==> config.mk <==
export PLATFORM = sky130hd
export DESIGN_NAME = display_scan_ctrl
export DESIGN_NICKNAME = d
export VERILOG_FILES = /design/src/rtl/clock_display_pkg.sv /design/src/rtl/display_scan_ctrl_tick_div.sv /design/src/rtl/display_scan_ctrl.sv
export SDC_FILE = /design/constraint.sdc
export NUM_CORES = 1
export LEC_CHECK = 0
export ABC_AREA = 1
export BUFFER_PORTS_ARGS = -buffer_cell sky130_fd_sc_hd__clkbuf_2
export CORE_AREA = 2 2 72 74
export CTS_CLUSTER_SIZE = 40
export DETAILED_ROUTE_END_ITERATION = 8
export DIE_AREA = 0 0 74 76
export GPL_TIMING_DRIVEN = 0
export HOLD_SLACK_MARGIN = 0.15
export PLACE_DENSITY = 0.89
export SLEW_MARGIN = 10
export SYNTH_ARGS = -nofsm -noshare
export SYNTH_HDL_FRONTEND = slang
export SYNTH_SLANG_ARGS = --single-unit
==> constraint.sdc <==
create_clock -name clk -period 3.8 [get_ports clk]
set_input_delay 0.76 -clock clk [delete_from_list [all_inputs] [get_ports clk]]
set_output_delay 0.76 -clock clk [all_outputs]
set_load 0.01 [all_outputs]
==> src/rtl/clock_display_pkg.sv <==
// Shared constants for the alarm clock display path.
package clock_display_pkg;

  localparam int NUM_DIGITS = 4;
  localparam int DIGIT_W    = 4;
  localparam int SEL_W      = 2;

  localparam int DEF_PRESCALE     = 50000;
  localparam int DEF_GUARD        = 16;
  localparam int DEF_BLINK_FRAMES = 125;

  // Counter width for a modulus n; never narrower than one bit.
  function automatic int cnt_w(input int n);
    return (n > 1) ? $clog2(n) : 1;
  endfunction

endpackage

==> src/rtl/display_scan_ctrl_tick_div.sv <==
// Free-running prescaler: counts 0..PRESCALE-1 while enabled, tick on the last count.
module tick_div
  import clock_display_pkg::*;
#(
  parameter  int PRESCALE = DEF_PRESCALE,
  localparam int PW       = cnt_w(PRESCALE)
) (
  input  logic          clk,
  input  logic          rst_n,
  input  logic          clr,
  input  logic          en,
  output logic [PW-1:0] pc,
  output logic          tick
);

  localparam logic [PW-1:0] PC_MAX = PW'(PRESCALE - 1);

  logic [PW-1:0] pc_q, pc_d;

  assign pc   = pc_q;
  assign tick = en & (pc_q == PC_MAX);

  always_comb begin
    pc_d = pc_q;
    if (clr)
      pc_d = '0;
    else if (en)
      pc_d = tick ? '0 : pc_q + PW'(1);
  end

  always_ff @(posedge clk or negedge rst_n) begin
    if (!rst_n) pc_q <= '0;
    else        pc_q <= pc_d;
  end

endmodule

==> src/rtl/display_scan_ctrl.sv <==
// 4-digit 7-segment scan controller: frame-stable digit snapshot, blanking,
// blinking and a per-slot anode guard interval.
module display_scan_ctrl
  import clock_display_pkg::*;
#(
  parameter int PRESCALE     = DEF_PRESCALE,
  parameter int GUARD        = DEF_GUARD,
  parameter int BLINK_FRAMES = DEF_BLINK_FRAMES
) (
  input  logic                          clk,
  input  logic                          rst_n,
  input  logic                          en,
  input  logic [NUM_DIGITS*DIGIT_W-1:0] digits,
  input  logic [NUM_DIGITS-1:0]         blank,
  input  logic [NUM_DIGITS-1:0]         blink,
  output logic [SEL_W-1:0]              sel,
  output logic                          sel_en,
  output logic [DIGIT_W-1:0]            bcd,
  output logic                          frame_done
);

  localparam int PW = cnt_w(PRESCALE);
  localparam int BW = cnt_w(BLINK_FRAMES);
  localparam logic [PW-1:0] GUARD_C = PW'(GUARD);
  localparam logic [BW-1:0] BCNT_MAX = BW'(BLINK_FRAMES - 1);

  logic                          en_q, en_d;
  logic [SEL_W-1:0]              sel_q, sel_d;
  logic [NUM_DIGITS*DIGIT_W-1:0] dig_s_q, dig_s_d;
  logic [NUM_DIGITS-1:0]         blank_s_q, blank_s_d;
  logic [NUM_DIGITS-1:0]         blink_s_q, blink_s_d;
  logic [BW-1:0]                 bcnt_q, bcnt_d;
  logic                          bphase_q, bphase_d;
  logic                          frame_done_q, frame_done_d;

  logic [PW-1:0] pc;
  logic          tick;
  logic          frame_end;
  logic          load_snap;

  tick_div #(.PRESCALE(PRESCALE)) u_div (
    .clk   (clk),
    .rst_n (rst_n),
    .clr   (~en_q),
    .en    (en_q),
    .pc    (pc),
    .tick  (tick)
  );

  assign frame_end = tick & (sel_q == SEL_W'(NUM_DIGITS - 1));
  // Snapshots track the inputs while idle so the first frame shows fresh data.
  assign load_snap = ~en_q | frame_end;

  always_comb begin
    en_d         = en;
    sel_d        = sel_q;
    dig_s_d      = dig_s_q;
    blank_s_d    = blank_s_q;
    blink_s_d    = blink_s_q;
    bcnt_d       = bcnt_q;
    bphase_d     = bphase_q;
    frame_done_d = frame_end;

    if (!en_q)
      sel_d = '0;
    else if (tick)
      sel_d = sel_q + SEL_W'(1);

    if (load_snap) begin
      dig_s_d   = digits;
      blank_s_d = blank;
      blink_s_d = blink;
    end

    if (frame_end) begin
      if (bcnt_q == BCNT_MAX) begin
        bcnt_d   = '0;
        bphase_d = ~bphase_q;
      end else begin
        bcnt_d = bcnt_q + BW'(1);
      end
    end
  end

  always_ff @(posedge clk or negedge rst_n) begin
    if (!rst_n) begin
      en_q         <= 1'b0;
      sel_q        <= '0;
      dig_s_q      <= '0;
      blank_s_q    <= '0;
      blink_s_q    <= '0;
      bcnt_q       <= '0;
      bphase_q     <= 1'b0;
      frame_done_q <= 1'b0;
    end else begin
      en_q         <= en_d;
      sel_q        <= sel_d;
      dig_s_q      <= dig_s_d;
      blank_s_q    <= blank_s_d;
      blink_s_q    <= blink_s_d;
      bcnt_q       <= bcnt_d;
      bphase_q     <= bphase_d;
      frame_done_q <= frame_done_d;
    end
  end

  // Gating sel with en_q returns the decoder to digit 0 the moment scanning stops.
  assign sel        = en_q ? sel_q : '0;
  assign bcd        = dig_s_q[{sel, 2'b00} +: DIGIT_W];
  assign sel_en     = en_q & (pc >= GUARD_C) & ~blank_s_q[sel] & ~(bphase_q & blink_s_q[sel]);
  assign frame_done = frame_done_q;

endmodule

==> results of run 1 <==
area by class of cell:
cell class	count	area (um^2)	share of cell area, %
clock buffer	7	96.3	3.09
timing repair buffer	34	173	5.54
tap	70	87.6	2.81
buffer	10	77.6	2.49
multi-input combinational	257	1240	39.7
sequential	52	1300	41.8
inverter	30	113	3.61
clock inverter	1	30.0	0.963
cells by family after synthesis:
family | after synthesis | share of synthesized area (%)
XOR/XNOR | 12 | 3.85
adder cells (fa/ha/maj) | 5 | 2.29
buffers and inverters | 40 | 6.97
AND/OR/NAND/NOR | 209 | 32.4
flip-flops | 52 | 47.7
AO/OA/AOI/OAI | 31 | 6.83
path summary, 6_finish.rpt:
path | start | end | slack [ns]
max | en_q | sel_en | 1.12
min | rst_n | u_div.pc[3] | 0.47
max reg2reg | u_div.pc[0] | u_div.pc[7] | 2.01
min reg2reg | u_div.pc[0] | u_div.pc[0] | 0.50
max in group asynchronous | rst_n | u_div.pc[14] | 2.91
min in group clk | u_div.pc[0] | u_div.pc[0] | 0.50
sequential cells by signal, summed over array words and instances (netlist names):
name,flops
bcnt_q,7
blank_s_q,4
blink_s_q,4
bphase_q,1
dig_s_q,16
en_q,1
frame_done,1
sel_q,2
u_div.pc,16
Yosys cell counts (all sizes together):
master  count
clkbuf      1
dfrtp      52
nor3b       1
xor2       10
nand3      43
buf         9
nand4       3
clkinv      1
nor2       56
o21ai      23
o22ai       4
nor3        3
inv        29
a21oi       4
ha          5
nand2     102
nand3b      1
xnor2       2
where the power goes:
group | internal (uW) | switching (uW)
Combinational | 34.5 | 49.4
Sequential | 579 | 16.4
Clock | 232 | 179
per-layer routing:
layer | vias to the layer above | global-route usage (%) | part of all wire (%)
li1 | 1190 | - | -
met1 | 1114 | 31.8 | 43
met2 | 80 | 36.4 | 49
met3 | 13 | 5.03 | 5.4
met4 | 0 | 8.73 | 2.0
met5 | - | 0 | 0
metrics by stage:
stage	cells	area [um^2]
4_1_cts	461	3110
2_1_floorplan	349	2730
5_1_grt	461	3120
3_3_place_gp	453	2990
6_report	461	3120
3_5_place_dp	453	2990
==> flow_metrics.py, run 1 <==
metrics = {
    "worst_setup_path": {
        "path_max_fanout": 7,
        "crit_slowest_cell": "dfrtp_1",
        "start_kind": "flop",
        "critPathCaptureType": "primary output",
        "cp.buffers_inverters": 3,
        "critPathKind": "flop to primary output",
        "cp.arrival_ns": 1.92,
        "cp.depth": 9,
        "rr_worst_depth": 8,
        "crit_chain": "nand2_1 > inv_1 > nor2_1 > o21ai_0 > nand2_1 > inv_1 > nand3_1 > nor2_1 > clkbuf_2",
        "path_delay_family": "simple AND/OR/NAND/NOR gates",
        "critical_path.max_stage_delay_ns": 0.50,
        "cp.required_ns": 3.04,
    },
    "clocking": {
        "clkTransAtPathRegs_ns": 0.08,
        "clock_latency_ns": 0.31,
        "ctsHoldBuffers": 0,
        "cts_root_buf": "clkbuf_8",
        "cts.htree.levels": 2,
        "cts_sinks": 52,
        "postCtsSetupBuffers": 0,
        "tritoncts": "yes",
        "cts_buffers": 5,
        "clockBufferDepth": 2,
        "cts-resized-gates": 0,
    },
    "grt": {
        "grt_max_degree": 53,
        "grt_pass1_wl_um": 10300,
        "grt_pass1_vias": 2338,
        "antenna_found_initial": 0,
        "grt_use_total_pct": 23.3,
        "grt_overflow_total": 0,
    },
    "die": {
        "start_util_pct": 55.6,
        "die_h_um": 76,
        "die_area_um2": 5620,
        "coreArea_um2": 4910,
        "dieWidth_um": 74,
        "num_rows": 26,
        "io_pins": 35,
    },
    "sta": {
        "hold_slack_ns": 0.468,
        "max_freq_mhz": 374,
        "tightest_slew_ns": 0.632,
        "fin_ws_ns": 1.12,
        "min_period_over_period_pct": 70.4,
        "setup_viol": 0,
        "rsz0062_at_grt": "false",
        "final.setup.tns_ns": 0,
        "layout_min_cycle_time_ns": 2.68,
        "final-max-slew-violation-count": 0,
        "fin_skew_ns": 0.0120,
        "hold_viol": 0,
        "slew_headroom_pct": 57.9,
    },
    "detailed_routing": {
        "drtIter0Drc": 152,
        "drc_errors": 0,
        "wirelength_um": 5810,
        "wl_per_cell_um": 12.6,
        "routed-via-count": 2397,
        "drtAntennaViolNets": 0,
        "first_pass_iters": 4,
        "vias_per_cell": 5.20,
    },
    "logic_synthesis": {
        "synth_area_per_cell_um2": 7.82,
        "ys_types": 27,
        "yosysTopAreaCellShare_pct": 47.7,
        "syn-num-nets": 381,
        "yosysTopAreaCell": "dfrtp_1",
        "syn_area_um2": 2730,
        "synthTopCellsByArea": "dfrtp_1 48%, nand2_1 14%, nand3_1 7.7%",
        "synth_seq_cells": 52,
        "synth_seq_area_share_pct": 47.7,
        "yosys_warnings": 0,
        "syn_inst": 349,
    },
    "worst_hold_path": {
        "hold_path.class": "primary input to asynchronous set/reset pin",
    },
    "layout": {
        "antenna_cells": 0,
        "drive_gt1_share_pct": 15.3,
        "final_common_cell": "nand2_1",
        "utilization_pct": 63.4,
        "area_growth_pct": 14.2,
        "most-common-layout-cells": "101 x nand2_1, 53 x nor2_1, 52 x dfrtp_1",
        "final_net_count": 422,
        "n_fill_cell": 408,
    },
    "power": {
        "ir_drop_mv": 0.248,
        "p_per_area_nw_per_um2": 350,
        "leakagePower_uw": 0.00158,
        "total_power_uw": 1090,
    },
    "outcome": {
        "status": "complete, no violations",
    },
    "flow_run": {
        "max-cap-violations": 0,
    },
    "placed_design": {
        "gp_congestion": 0.911,
        "portBuffers": 34,
        "dp_slack_ns": 1.49,
        "place_hpwl_um": 4240,
    },
}
Power figures use the tool's default switching activity.
==> run 2: changes to the inputs <==
--- a/config.mk
+++ b/config.mk
@@ -5,15 +5,15 @@
 export SDC_FILE = /design/constraint.sdc
 export NUM_CORES = 1
 export LEC_CHECK = 0
-export ABC_AREA = 1
+export ABC_AREA = 0
 export BUFFER_PORTS_ARGS = -buffer_cell sky130_fd_sc_hd__clkbuf_2
-export CORE_AREA = 2 2 72 74
+export CORE_AREA = 2 2 74 76
 export CTS_CLUSTER_SIZE = 40
 export DETAILED_ROUTE_END_ITERATION = 8
-export DIE_AREA = 0 0 74 76
+export DIE_AREA = 0 0 76 78
 export GPL_TIMING_DRIVEN = 0
 export HOLD_SLACK_MARGIN = 0.15
-export PLACE_DENSITY = 0.89
+export PLACE_DENSITY = 0.84
 export SLEW_MARGIN = 10
 export SYNTH_ARGS = -nofsm -noshare
 export SYNTH_HDL_FRONTEND = slang
==> constraint.sdc (replaced) <==
create_clock -name clk -period 2.2 [get_ports clk]
set_input_delay 0.44 -clock clk [delete_from_list [all_inputs] [get_ports clk]]
set_output_delay 0.44 -clock clk [all_outputs]
set_load 0.01 [all_outputs]
==> flow_metrics.py, run 2 <==
metrics = {
    "sta": {
        "slew_headroom_pct": 52.9,
        "tightest_slew_ns": 0.706,
        "setup_viol": 2,
        "layout_min_cycle_time_ns": 2.35,
        "hold_viol": 0,
        "fin_ws_ns": -0.146,
        "final-max-slew-violation-count": 0,
        "max_freq_mhz": 426,
        "min_period_over_period_pct": 107,
        "final.setup.tns_ns": -0.153,
        "fin_skew_ns": 0.0136,
        "rsz0062_at_grt": "true",
    },
    "logic_synthesis": {
        "synth_most_common_cell": "dfrtp_1",
        "synth_commonest_cells": "52 x dfrtp_1, 27 x mux2_2, 19 x nor2_1",
        "synthTopCellsByArea": "dfrtp_1 51%, mux2_2 12%, xnor2_1 4.8%",
        "yosysTopAreaCell": "dfrtp_1",
        "synthArstFlopShare_pct": 100,
        "synth_area_per_cell_um2": 11.2,
        "yosys_warnings": 0,
        "synth_ff_type": "dfrtp_1",
        "syn_inst": 227,
        "synth_seq_area_share_pct": 51.2,
        "synth_seq_cells": 52,
        "yosysTopAreaCellShare_pct": 51.2,
        "synth_edf_count": 0,
        "syn_area_um2": 2540,
        "syn-num-nets": 259,
        "ys_types": 40,
    },
    "detailed_routing": {
        "wl_per_cell_um": 15.2,
        "first_pass_iters": 4,
        "drc_errors": 0,
        "drtAntennaViolNets": 0,
        "routed-via-count": 1834,
        "wirelength_um": 5180,
        "drtIter0Drc": 228,
        "vias_per_cell": 5.38,
    },
    "clocking": {
        "cts_sinks": 52,
        "clkTransAtPathRegs_ns": 0.10,
        "clockBufferDepth": 2,
        "cts_root_buf": "clkbuf_8",
        "clock_latency_ns": 0.31,
        "tritoncts": "yes",
        "cts_buffers": 5,
        "cts.htree.levels": 2,
        "ctsHoldBuffers": 0,
    },
    "flow_run": {
        "max-cap-violations": 0,
    },
    "die": {
        "dieWidth_um": 76,
        "num_rows": 26,
        "io_pins": 35,
        "die_h_um": 78,
        "start_util_pct": 50.4,
        "coreArea_um2": 5040,
        "die_area_um2": 5930,
    },
    "layout": {
        "utilization_pct": 60.3,
        "final_common_cell": "dfrtp_1",
        "antenna_cells": 0,
        "n_fill_cell": 396,
        "final_cells": 341,
        "drive_gt1_share_pct": 36.2,
        "final_cell_area_um2": 3040,
        "most-common-layout-cells": "49 x dfrtp_1, 33 x clkbuf_2, 27 x mux2_2",
        "final_net_count": 302,
        "area_growth_pct": 19.5,
    },
    "worst_setup_path": {
        "critPathKind": "flop to primary output",
        "rr_worst_depth": 5,
        "critPathCaptureType": "primary output",
        "cp-startpoint": "u_div.pc[9]",
        "start_kind": "flop",
        "cp.arrival_ns": 1.91,
        "path_max_fanout": 2,
        "r2r_setup_slack_ns": -0.01,
        "r2r_start": "u_div.pc[7]",
        "cp.required_ns": 1.76,
        "r2r_end": "bcnt_q[6]",
    },
    "power": {
        "p_per_area_nw_per_um2": 581,
        "leakagePower_uw": 0.00133,
        "ir_drop_mv": 0.263,
    },
    "placed_design": {
        "place_inst": 331,
        "dp_slack_ns": -0.260,
        "portBuffers": 34,
        "gp_congestion": 0.824,
        "place_hpwl_um": 3450,
        "post_dp_cell_area_um2": 2800,
    },
    "grt": {
        "grt_max_degree": 53,
        "grt_use_total_pct": 18.9,
        "grt_pass1_vias": 1938,
        "grt_overflow_total": 0,
        "grt_pass1_wl_um": 8970,
        "antenna_found_initial": 0,
    },
    "outcome": {
        "status": "finished, violations left",
        "violations": "negative setup slack",
    },
    "worst_hold_path": {
        "hold_path.class": "primary input to asynchronous set/reset pin",
    },
}
run 2: area by class of cell:
class,count,area (um^2),share of cell area [%]
sequential,52,1310,42.9
multi-input combinational,153,1230,40.5
timing repair buffer,39,210,6.91
tap,70,87.6,2.88
clock buffer,6,82.6,2.72
buffer,6,60.1,1.98
inverter,13,48.8,1.60
clock inverter,2,15.0,0.494
run 2: logic make-up after synthesis:
group	after synthesis	synth area share, %
flip-flops	52	51.2
multiplexers	31	13.5
buffers and inverters	22	4.08
adder cells (fa/ha/maj)	5	2.46
AND/OR/NAND/NOR	68	14.6
AO/OA/AOI/OAI	34	9.05
XOR/XNOR	15	5.16
run 2: worst max-delay path by stage:
stage / end / slack [ns] / cells past startpoint
after floorplan: bcnt_q[1] / 0.08 / 5
after global placement: sel_en / -0.20 / 6
after detailed placement: sel_en / -0.26 / 6
after CTS: sel_en / -0.12 / 4
after global routing: sel_en / -0.15 / 4
final: sel_en / -0.15 / 4
run 2: stage by stage:
stage | power (uW) | hold WS (ns)
floorplan | 1140 | 0.144
global placement | 1200 | 0.471
detailed placement | 1210 | 0.491
CTS | 1780 | 0.218
global route | 1840 | 0.241
finish | 1770 | 0.196
run 2: per-layer routing:
| layer | track usage, % | part of all wire [%] |
|---|---|---|
| met2 | 32.0 | 51 |
| met3 | 2.67 | 3.6 |
| met5 | 0 | 0 |
| met4 | 7.82 | 1.2 |
| met1 | 24.6 | 44 |
run 2: timing repair:
item                                    in CTS  in global routing
gates resized for setup                     16                  9
pin swaps                                    4                  1
endpoints found under the hold margin        0                  0
buffers inserted                             4                  1
endpoints found under the setup margin      41                 39
run 2: worst max-delay path, cell delays in order (launching register included):
cell and delay [ns]:
dfrtp_2 0.43, or4_4 0.55, o41ai_4 0.42, a21oi_2 0.06, clkbuf_2 0.14
run 2: power by group:
group          switching, uW  leakage (uW)  internal [uW]
registers               28.7      0.000661           1000
clock network            319     0.0000434            255
logic                   73.7      0.000624           86.3
